## src/rtl/sr_cmd_sequencer.sv

```systemverilog
// Command sequencer for a JK-based SR flop: synchronises and debounces set/clear requests,
// issues one-cycle S/R pulses, verifies Q feedback with bounded retries.
module sr_cmd_sequencer #(
  parameter int unsigned DEB_CYCLES   = 4,
  parameter int unsigned MAX_RETRY    = 2,
  parameter int unsigned SET_PRIORITY = 1
) (
  input  logic clk,
  input  logic rst_n,
  input  logic set_req,
  input  logic clr_req,
  input  logic q_fb,
  output logic S,
  output logic R,
  output logic busy,
  output logic conflict,
  output logic err
);

  localparam int unsigned CntW   = $clog2(DEB_CYCLES + 1);
  localparam int unsigned RetryW = (MAX_RETRY > 0) ? $clog2(MAX_RETRY + 1) : 1;
  localparam logic [CntW-1:0]   CntLast  = CntW'(DEB_CYCLES - 1);
  localparam logic [RetryW-1:0] RetryMax = RetryW'(MAX_RETRY);
  localparam logic              SetWins  = (SET_PRIORITY != 0);

  typedef enum logic [1:0] {StIdle, StIssue, StCheck} state_e;

  // Bit 0 tracks the set request, bit 1 the clear request.
  logic [1:0]        raw;
  logic [1:0]        sync1_q, sync2_q;
  logic [1:0]        deb_q, deb_d, rise;
  logic [CntW-1:0]   cnt_q [2];
  logic [CntW-1:0]   cnt_d [2];
  logic [1:0]        pend_q, pend_d, pend_clr;
  state_e            state_q, state_d;
  logic              tgt_q, tgt_d;
  logic [RetryW-1:0] retry_q, retry_d;
  logic              s_q, s_d, r_q, r_d;
  logic              conf_q, conf_d, err_q, err_d;
  logic              pick;

  assign raw = {clr_req, set_req};

  always_comb begin
    for (int i = 0; i < 2; i++) begin
      deb_d[i] = deb_q[i];
      cnt_d[i] = cnt_q[i];
      if (sync2_q[i] == deb_q[i]) begin
        cnt_d[i] = '0;
      end else if (cnt_q[i] == CntLast) begin
        deb_d[i] = sync2_q[i];
        cnt_d[i] = '0;
      end else begin
        cnt_d[i] = cnt_q[i] + 1'b1;
      end
    end
  end

  assign rise = deb_d & ~deb_q;

  always_comb begin
    state_d  = state_q;
    tgt_d    = tgt_q;
    retry_d  = retry_q;
    s_d      = 1'b0;
    r_d      = 1'b0;
    conf_d   = 1'b0;
    err_d    = err_q;
    pend_clr = 2'b00;
    pick     = 1'b0;
    unique case (state_q)
      StIdle: begin
        if (pend_q != 2'b00) begin
          conf_d = &pend_q;
          pick   = (&pend_q) ? SetWins : pend_q[0];
          if (&pend_q) begin
            if (pick) pend_clr[1] = 1'b1;
            else      pend_clr[0] = 1'b1;
          end
          // Flop already holds the requested value: retire the request silently.
          if (pick == q_fb) begin
            if (pick) pend_clr[0] = 1'b1;
            else      pend_clr[1] = 1'b1;
          end else begin
            tgt_d   = pick;
            retry_d = '0;
            state_d = StIssue;
            s_d     = pick;
            r_d     = ~pick;
          end
        end
      end
      StIssue: state_d = StCheck;
      StCheck: begin
        if (q_fb == tgt_q || retry_q == RetryMax) begin
          if (q_fb != tgt_q) err_d = 1'b1;
          if (tgt_q) pend_clr[0] = 1'b1;
          else       pend_clr[1] = 1'b1;
          state_d = StIdle;
        end else begin
          retry_d = retry_q + 1'b1;
          state_d = StIssue;
          s_d     = tgt_q;
          r_d     = ~tgt_q;
        end
      end
      default: state_d = StIdle;
    endcase
    // A fresh rising edge re-arms the flag even if it is being retired this cycle.
    pend_d = (pend_q & ~pend_clr) | rise;
  end

  always_ff @(posedge clk or negedge rst_n) begin
    if (!rst_n) begin
      sync1_q <= '0;
      sync2_q <= '0;
      deb_q   <= '0;
      cnt_q   <= '{default: '0};
      pend_q  <= '0;
      state_q <= StIdle;
      tgt_q   <= 1'b0;
      retry_q <= '0;
      s_q     <= 1'b0;
      r_q     <= 1'b0;
      conf_q  <= 1'b0;
      err_q   <= 1'b0;
    end else begin
      sync1_q <= raw;
      sync2_q <= sync1_q;
      deb_q   <= deb_d;
      cnt_q   <= cnt_d;
      pend_q  <= pend_d;
      state_q <= state_d;
      tgt_q   <= tgt_d;
      retry_q <= retry_d;
      s_q     <= s_d;
      r_q     <= r_d;
      conf_q  <= conf_d;
      err_q   <= err_d;
    end
  end

  assign S        = s_q;
  assign R        = r_q;
  assign busy     = (state_q != StIdle);
  assign conflict = conf_q;
  assign err      = err_q;

endmodule

```

## config.mk

```make
export PLATFORM = sky130hd
export DESIGN_NAME = sr_cmd_sequencer
export DESIGN_NICKNAME = d
export VERILOG_FILES = /design/src/rtl/sr_cmd_sequencer.sv
export SDC_FILE = /design/constraint.sdc
export NUM_CORES = 1
export LEC_CHECK = 0
export ABC_AREA = 1
export CORE_MARGIN = 2
export CORE_UTILIZATION = 57
export DETAILED_ROUTE_END_ITERATION = 12
export GPL_TIMING_DRIVEN = 0
export PLACE_DENSITY = 0.91
export SYNTH_ARGS = -nofsm -noshare
export SYNTH_HDL_FRONTEND = slang
export SYNTH_SLANG_ARGS = --single-unit
```

## constraint.sdc

```tcl
create_clock -name clk -period 3.5 [get_ports clk]
set_input_delay 0.525 -clock clk [delete_from_list [all_inputs] [get_ports clk]]
set_output_delay 0.525 -clock clk [all_outputs]
set_load 0.01 [all_outputs]
```

==> results of run 1 <==
-- metrics by stage --
step | setup WS, ps | total power (W) | cell area, sq um
after global routing | 1540 | 0.000920 | 1120
final | 1600 | 0.000844 | 1120
after global placement | 1540 | 0.000711 | 1090
after floorplan | 2210 | 0.000623 | 978
after CTS | 1600 | 0.000852 | 1120
after detailed placement | 1490 | 0.000733 | 1090
-- cell families after synthesis --
family	after synthesis	synth area share, %
AND/OR/NAND/NOR	47	22.0
adder cells (fa/ha/maj)	6	7.67
XOR/XNOR	2	1.79
buffers and inverters	15	5.75
flip-flops	23	58.8
AO/OA/AOI/OAI	7	3.96
-- final cells by class --
type / instances / area, sq um / share of cell area [%]
flip-flops and latches: 23 / 576 / 51.6
well taps: 16 / 20.0 / 1.79
inverters: 15 / 56.3 / 5.04
multi-input cells: 62 / 347 / 31.1
clock inverters: 1 / 5.00 / 0.448
repair buffers: 9 / 90.1 / 8.07
clock buffers: 3 / 22.5 / 2.02
-- power groups by stage --
stage               logic [W]  clock network, W  registers, W
finish               0.000330          0.000118      0.000395
global route         0.000380          0.000133      0.000406
CTS                  0.000332          0.000124      0.000396
detailed placement   0.000331                 0      0.000403
global placement     0.000314                 0      0.000396
floorplan            0.000222                 0      0.000401
-- path summary, 6_finish.rpt --
kind / endpoint / slack (ps)
setup / recovery: busy / 1600
hold / removal: sync2_q[1]$_DFF_PN0_ / 370
setup reg to reg: retry_q[0]$_DFFE_PN0P_ / 2250
hold reg to reg: sync2_q[1]$_DFF_PN0_ / 370
max in group asynchronous: deb_q[1]$_DFF_PN0_ / 2170
min in group asynchronous: retry_q[1]$_DFFE_PN0P_ / 740
-- sequential cells by signal, summed over array words and instances, names as in the netlist --
| register | cells |
|---|---|
| cnt_q | 6 |
| deb_q | 2 |
| pend_q | 2 |
| retry_q | 2 |
| state_q | 2 |
| sync1_q | 2 |
| sync2_q | 2 |
| R | 1 |
| S | 1 |
| conflict | 1 |
| err | 1 |
| tgt_q | 1 |
-- critical path, cell delays in order, from the launching register on --
cell             delay [ps]
dfrtp_1                 410
inv_2                    40
nand2_2                  80
clkdlybuf4s50_1         540
-- metal layers --
layer	vias to the layer above	global-route usage (%)
met5	-	0
met4	0	4.12
met3	4	3.57
met2	11	27.3
met1	297	20.2
li1	340	-
-- cells in the final DEF (no fill, tap or decap), types with 2 or more instances in the layout --
cell type / instances
xnor2_1: 2
dfrtp_1: 23
o21ai_0: 4
clkdlybuf4s50_1: 9
nand3_1: 6
nand2_1: 22
inv_2: 3
nand2_2: 4
ha_1: 6
nor3_1: 3
nor2_1: 10
inv_1: 12
clkbuf_4: 3
==> summary.txt, run 1 <==
Outcome
  – Outcome: complete, no violations

Setup path
  – Max FO, Critical Path: 4
  – CP arrival: about 1400 ps
  – CP required: approximately 3000 ps
  – Critical path origin: state_q[1]$_DFFE_PN0P_
  – Setup Crit Path Kind: reg -> out
  – Setup crit start kind: flip-flop
  – Worst Reg2Reg Path Length in Cells: 6
  – Reg2reg start: pend_q[0]$_DFF_PN0_
  – Worst setup EP type: output pin

Yosys
  – Synth area leader: dfrtp_1
  – YS warnings: 0
  – Post-synthesis async set-or-reset flop share: 100%
  – Mapped cell area: a little under 0.001 sq mm
  – Synth cell count leaders: dfrtp_1 (23), nand2_1 (22), inv_1 (12), nor2_1 (10)
  – Syn_nets: around 110
  – Seq/Total Area, Yosys: a little under 60%
  – Yosys reg bits: 23
  – Mean Syn Cell Area: around 9.8 sq um
  – Syn Inst Count: 100
  – Cell with the most instances after synthesis: dfrtp_1
  – Post-synth top flop: dfrtp_1
  – Synth area leaders: dfrtp_1 (59%), nand2_1 (8.4%), ha_1 (7.7%), inv_1 (4.6%), nor2_1 (3.8%)
  – Number of enable flip-flop cells after synthesis: 0
  – Top-area cell type share of the netlist area: between 50% and 60%
  – Cell variety after synth: 16

Clock network
  – Clock Path Buffers: 2
  – Reg clk slew, reported paths: between 100 and 150 ps
  – CTS-repair resized insts: 0
  – Hold_buf cts: 0
  – Root Driver: clkbuf_4
  – Post-CTS setup buffer count: 0
  – CTS tree: yes
  – H-tree depth: 1
  – Num CTS Buffers: 3
  – Worst skew pair latency: approximately 300 ps
  – CTS Sinks: 23

Routing
  – Metal-1 WL: between 600 and 700 microns
  – DR vias/cell: 5.05
  – Met2 wire length: about 660 microns
  – Total wire length: approximately 1400 microns
  – Routed Antenna Nets: 0
  – Initial DRC count: 14
  – Met3 wire length: 32 microns
  – Drt pass-1 iters: 4
  – Via count: 652
  – Routed wire length per instance: 10.5 microns
  – Drt drc: 0
  – Top Metal Used: met4

Final layout
  – Layout fillers: 110
  – Layout cells sized above 1: 11.5%
  – Antenna Cells: 0
  – Nets: around 130
  – Finished Layout Cells: approximately 130
  – Final core occ: around 72%
  – Area Overhead vs Synth: 14.1%

Timing
  – Min Hold Slack: ~370 ps
  – Max-slew violation count: 0
  – Crit share post-route: 54.2%
  – Setup TNS: 0 ps
  – Final Hold Fails: 0
  – Slew at the pin closest to its max-slew limit: 965 ps
  – Final setup violating endpoints: 0
  – Relative slew margins: between 30% and 40%
  – Fin crit period: 1900 ps
  – Max Clk Rate: roughly 530 MHz
  – Worst Skew: approximately 4.8 ps
  – RSZ-0062 raised after global routing: false

Placement
  – GPL Wtd Cong: around 0.87
  – IO buf count: 9
  – DP Wirelength: 1060 microns
  – DP Cell Count: 125

Power
  – Net Switching: between 0.0003 and 0.0004 W
  – Sequential share of power: ~47%
  – Peak VDD IR: between 0.3 and 0.4 mV
  – Cell Pwr Density: around 760 mW/mm^2
  – Clk pwr share: between 10% and 20%
  – Sw frac: between 30% and 40%
  – Pleak: approximately 0.57 nW
  – Logic gate share of total power: 39.1%
  – Internal: 0.000528 W

Die
  – Starting Density: between 60% and 70%
  – Die height: roughly 45 microns
  – Std-Cell Core Area: between 0.0015 and 0.002 sq mm
  – Die ar.: 0.00206 sq mm
  – Ports: 10
  – Row count: 14
  – Die W: about 45 microns

Hold path
  – Hold crit path type: reg -> reg
  – Hold path start: sync1_q[1]$_DFF_PN0_
  – Hold Path Depth: 0

GRT
  – Congestion Overflow GR: 0
  – Largest net degree at the start of global routing: 24
  – First-pass GRT wire length: ~2400 microns
  – Tot GR Track Use: 15.9%
  – Initial antenna violation count: 0
  – Vias in the first global route: around 630

Job
  – Max Cap Viol: 0
Note: power is estimated with default switching activity, not from simulation.
==> run 2, diff against run 1 <==
--- a/config.mk
+++ b/config.mk
@@ -7,10 +7,10 @@
 export LEC_CHECK = 0
 export ABC_AREA = 1
 export CORE_MARGIN = 2
-export CORE_UTILIZATION = 57
+export CORE_UTILIZATION = 53
 export DETAILED_ROUTE_END_ITERATION = 12
 export GPL_TIMING_DRIVEN = 0
-export PLACE_DENSITY = 0.91
+export PLACE_DENSITY = 0.86
 export SYNTH_ARGS = -nofsm -noshare
 export SYNTH_HDL_FRONTEND = slang
 export SYNTH_SLANG_ARGS = --single-unit
==> constraint.sdc (replaced) <==
create_clock -name clk -period 1.9 [get_ports clk]
set_input_delay 0.285 -clock clk [delete_from_list [all_inputs] [get_ports clk]]
set_output_delay 0.285 -clock clk [all_outputs]
set_load 0.01 [all_outputs]
==> summary.txt, run 2 (same netlist as run 1, synthesis figures left out) <==
Die
  – Die ar.: around 0.0022 sq mm
  – Row count: 15
  – Std-Cell Core Area: ~0.0017 sq mm
  – Starting Density: between 50% and 60%
  – Die height: between 40 and 50 microns
  – Ports: 10
  – Die W: around 47 microns

Clock network
  – Root Driver: clkbuf_4
  – Worst skew pair latency: around 310 ps
  – Num CTS Buffers: 3
  – Clock Path Buffers: 2
  – CTS-repair resized insts: 0
  – Post-CTS setup buffer count: 0
  – CTS tree: yes
  – Reg clk slew, reported paths: 110 ps
  – CTS Sinks: 23
  – H-tree depth: 1
  – Hold_buf cts: 0

Timing
  – Relative slew margins: 34.6%
  – Slew at the pin closest to its max-slew limit: ~980 ps
  – Max Clk Rate: a little over 600 MHz
  – Setup TNS: 0 ps
  – Min Hold Slack: between 300 and 400 ps
  – Crit share post-route: a little under nine tenths
  – Worst Skew: around 11 ps
  – Fin crit period: around 1600 ps
  – RSZ-0062 raised after global routing: false
  – Final Hold Fails: 0
  – Max-slew violation count: 0
  – Final setup violating endpoints: 0

Power
  – Cell Pwr Density: about 1400 mW/mm^2
  – Pleak: roughly 0.57 nW
  – Peak VDD IR: 0.707 mV

Final layout
  – Most frequent cells in the layout: dfrtp_1 (23), nand2_1 (22), inv_1 (12)
  – Finished Layout Cells: ~140
  – Commonest non-fill, non-tap cell in the layout: dfrtp_1
  – Max reg flops: 6
  – Layout fillers: about 150
  – Antenna Cells: 0
  – Design area: 0.00113 sq mm
  – Nets: approximately 130
  – Layout cells sized above 1: roughly 12%
  – Top reg by flops: cnt_q
  – Area Overhead vs Synth: 15.2%

Routing
  – Via count: approximately 640
  – DR vias/cell: ~4.6
  – Initial DRC count: 1
  – Total wire length: roughly 1400 microns
  – Routed Antenna Nets: 0
  – Drt drc: 0
  – Drt pass-1 iters: 2
  – Routed wire length per instance: 9.96 microns

Setup path
  – Setup crit start kind: flip-flop
  – Slowest CP cell: clkdlybuf4s50_1
  – CP required: ~1600 ps
  – CP arrival: 1350 ps
  – CP peak stage delay: 540 ps
  – Max FO, Critical Path: 4
  – Worst setup EP type: output pin
  – CP Cell Sequence: inv_2 -> nand2_2 -> clkdlybuf4s50_1
  – Setup Crit Path Kind: reg -> out

GRT
  – Tot GR Track Use: between 10 and 15%
  – Largest net degree at the start of global routing: 24
  – Congestion Overflow GR: 0
  – Initial antenna violation count: 0
  – Vias in the first global route: about 560
  – First-pass GRT wire length: about 2300 microns

Placement
  – GPL Wtd Cong: 0.762
  – DP Wirelength: approximately 1100 microns
  – IO buf count: 9
  – DP Cell Count: ~130
  – Placed inst area: 0.00110 sq mm

Outcome
  – Outcome: complete, no violations

Hold path
  – Hold crit path type: reg -> reg

Job
  – Max Cap Viol: 0
-- run 2: cell counts in the layout (fill, tap and decap cells not counted) --
No cell type changed its count.
-- run 2: final cells by class --
type	instances	area, sq um	share of cell area [%]
repair buffers	9	90.1	7.99
clock inverters	1	5.00	0.444
well taps	25	31.3	2.77
clock buffers	3	22.5	2.00
inverters	15	56.3	4.99
flip-flops and latches	23	576	51.1
multi-input cells	62	347	30.7
-- run 2: metrics by stage --
| stage | setup WS (ps) | util, % | power, W |
|---|---|---|---|
| 2_1_floorplan | 798 | - | 0.00115 |
| 3_3_place_gp | 177 | 63.7 | 0.00131 |
| 3_5_place_dp | 89.6 | 63.7 | 0.00135 |
| 4_1_cts | 242 | 65.3 | 0.00157 |
| 5_1_grt | 186 | 65.3 | 0.00168 |
| 6_report | 263 | 65.3 | 0.00155 |
-- run 2: worst max-delay path, delay by kind of cell (launching register included) --
| kind | cells | cell delay (ps) |
|---|---|---|
| buffers and inverters | 2 | 580 |
| flip-flops | 1 | 390 |
| AND/OR/NAND/NOR | 1 | 80 |
-- run 2: per-layer routing --
metal	GRT usage, %	part of all wire, %	up-vias
li1	-	-	339
met1	18.8	47	286
met2	24.7	47	8
met3	3.08	3.6	2
met4	6.67	1.7	0
met5	0	0	-
-- run 2: worst paths after layout --
path	startpoint	to	slack, ps	depth (start not counted)
max	state_q[1]$_DFFE_PN0P_	busy	260	3
min	sync1_q[1]$_DFF_PN0_	sync2_q[1]$_DFF_PN0_	370	0
max reg2reg	pend_q[0]$_DFF_PN0_	tgt_q$_DFFE_PN0P_	690	4
min reg2reg	sync1_q[1]$_DFF_PN0_	sync2_q[1]$_DFF_PN0_	370	0
max in group asynchronous	rst_n	pend_q[0]$_DFF_PN0_	800	1
min in group asynchronous	rst_n	S$_DFF_PN0_	510	1
-- run 2: report_power, final --
part | switching [W] | internal (W)
Clock | 0.000136 | 0.0000785
Sequential | 0.0000857 | 0.000640
Combinational | 0.000352 | 0.000253
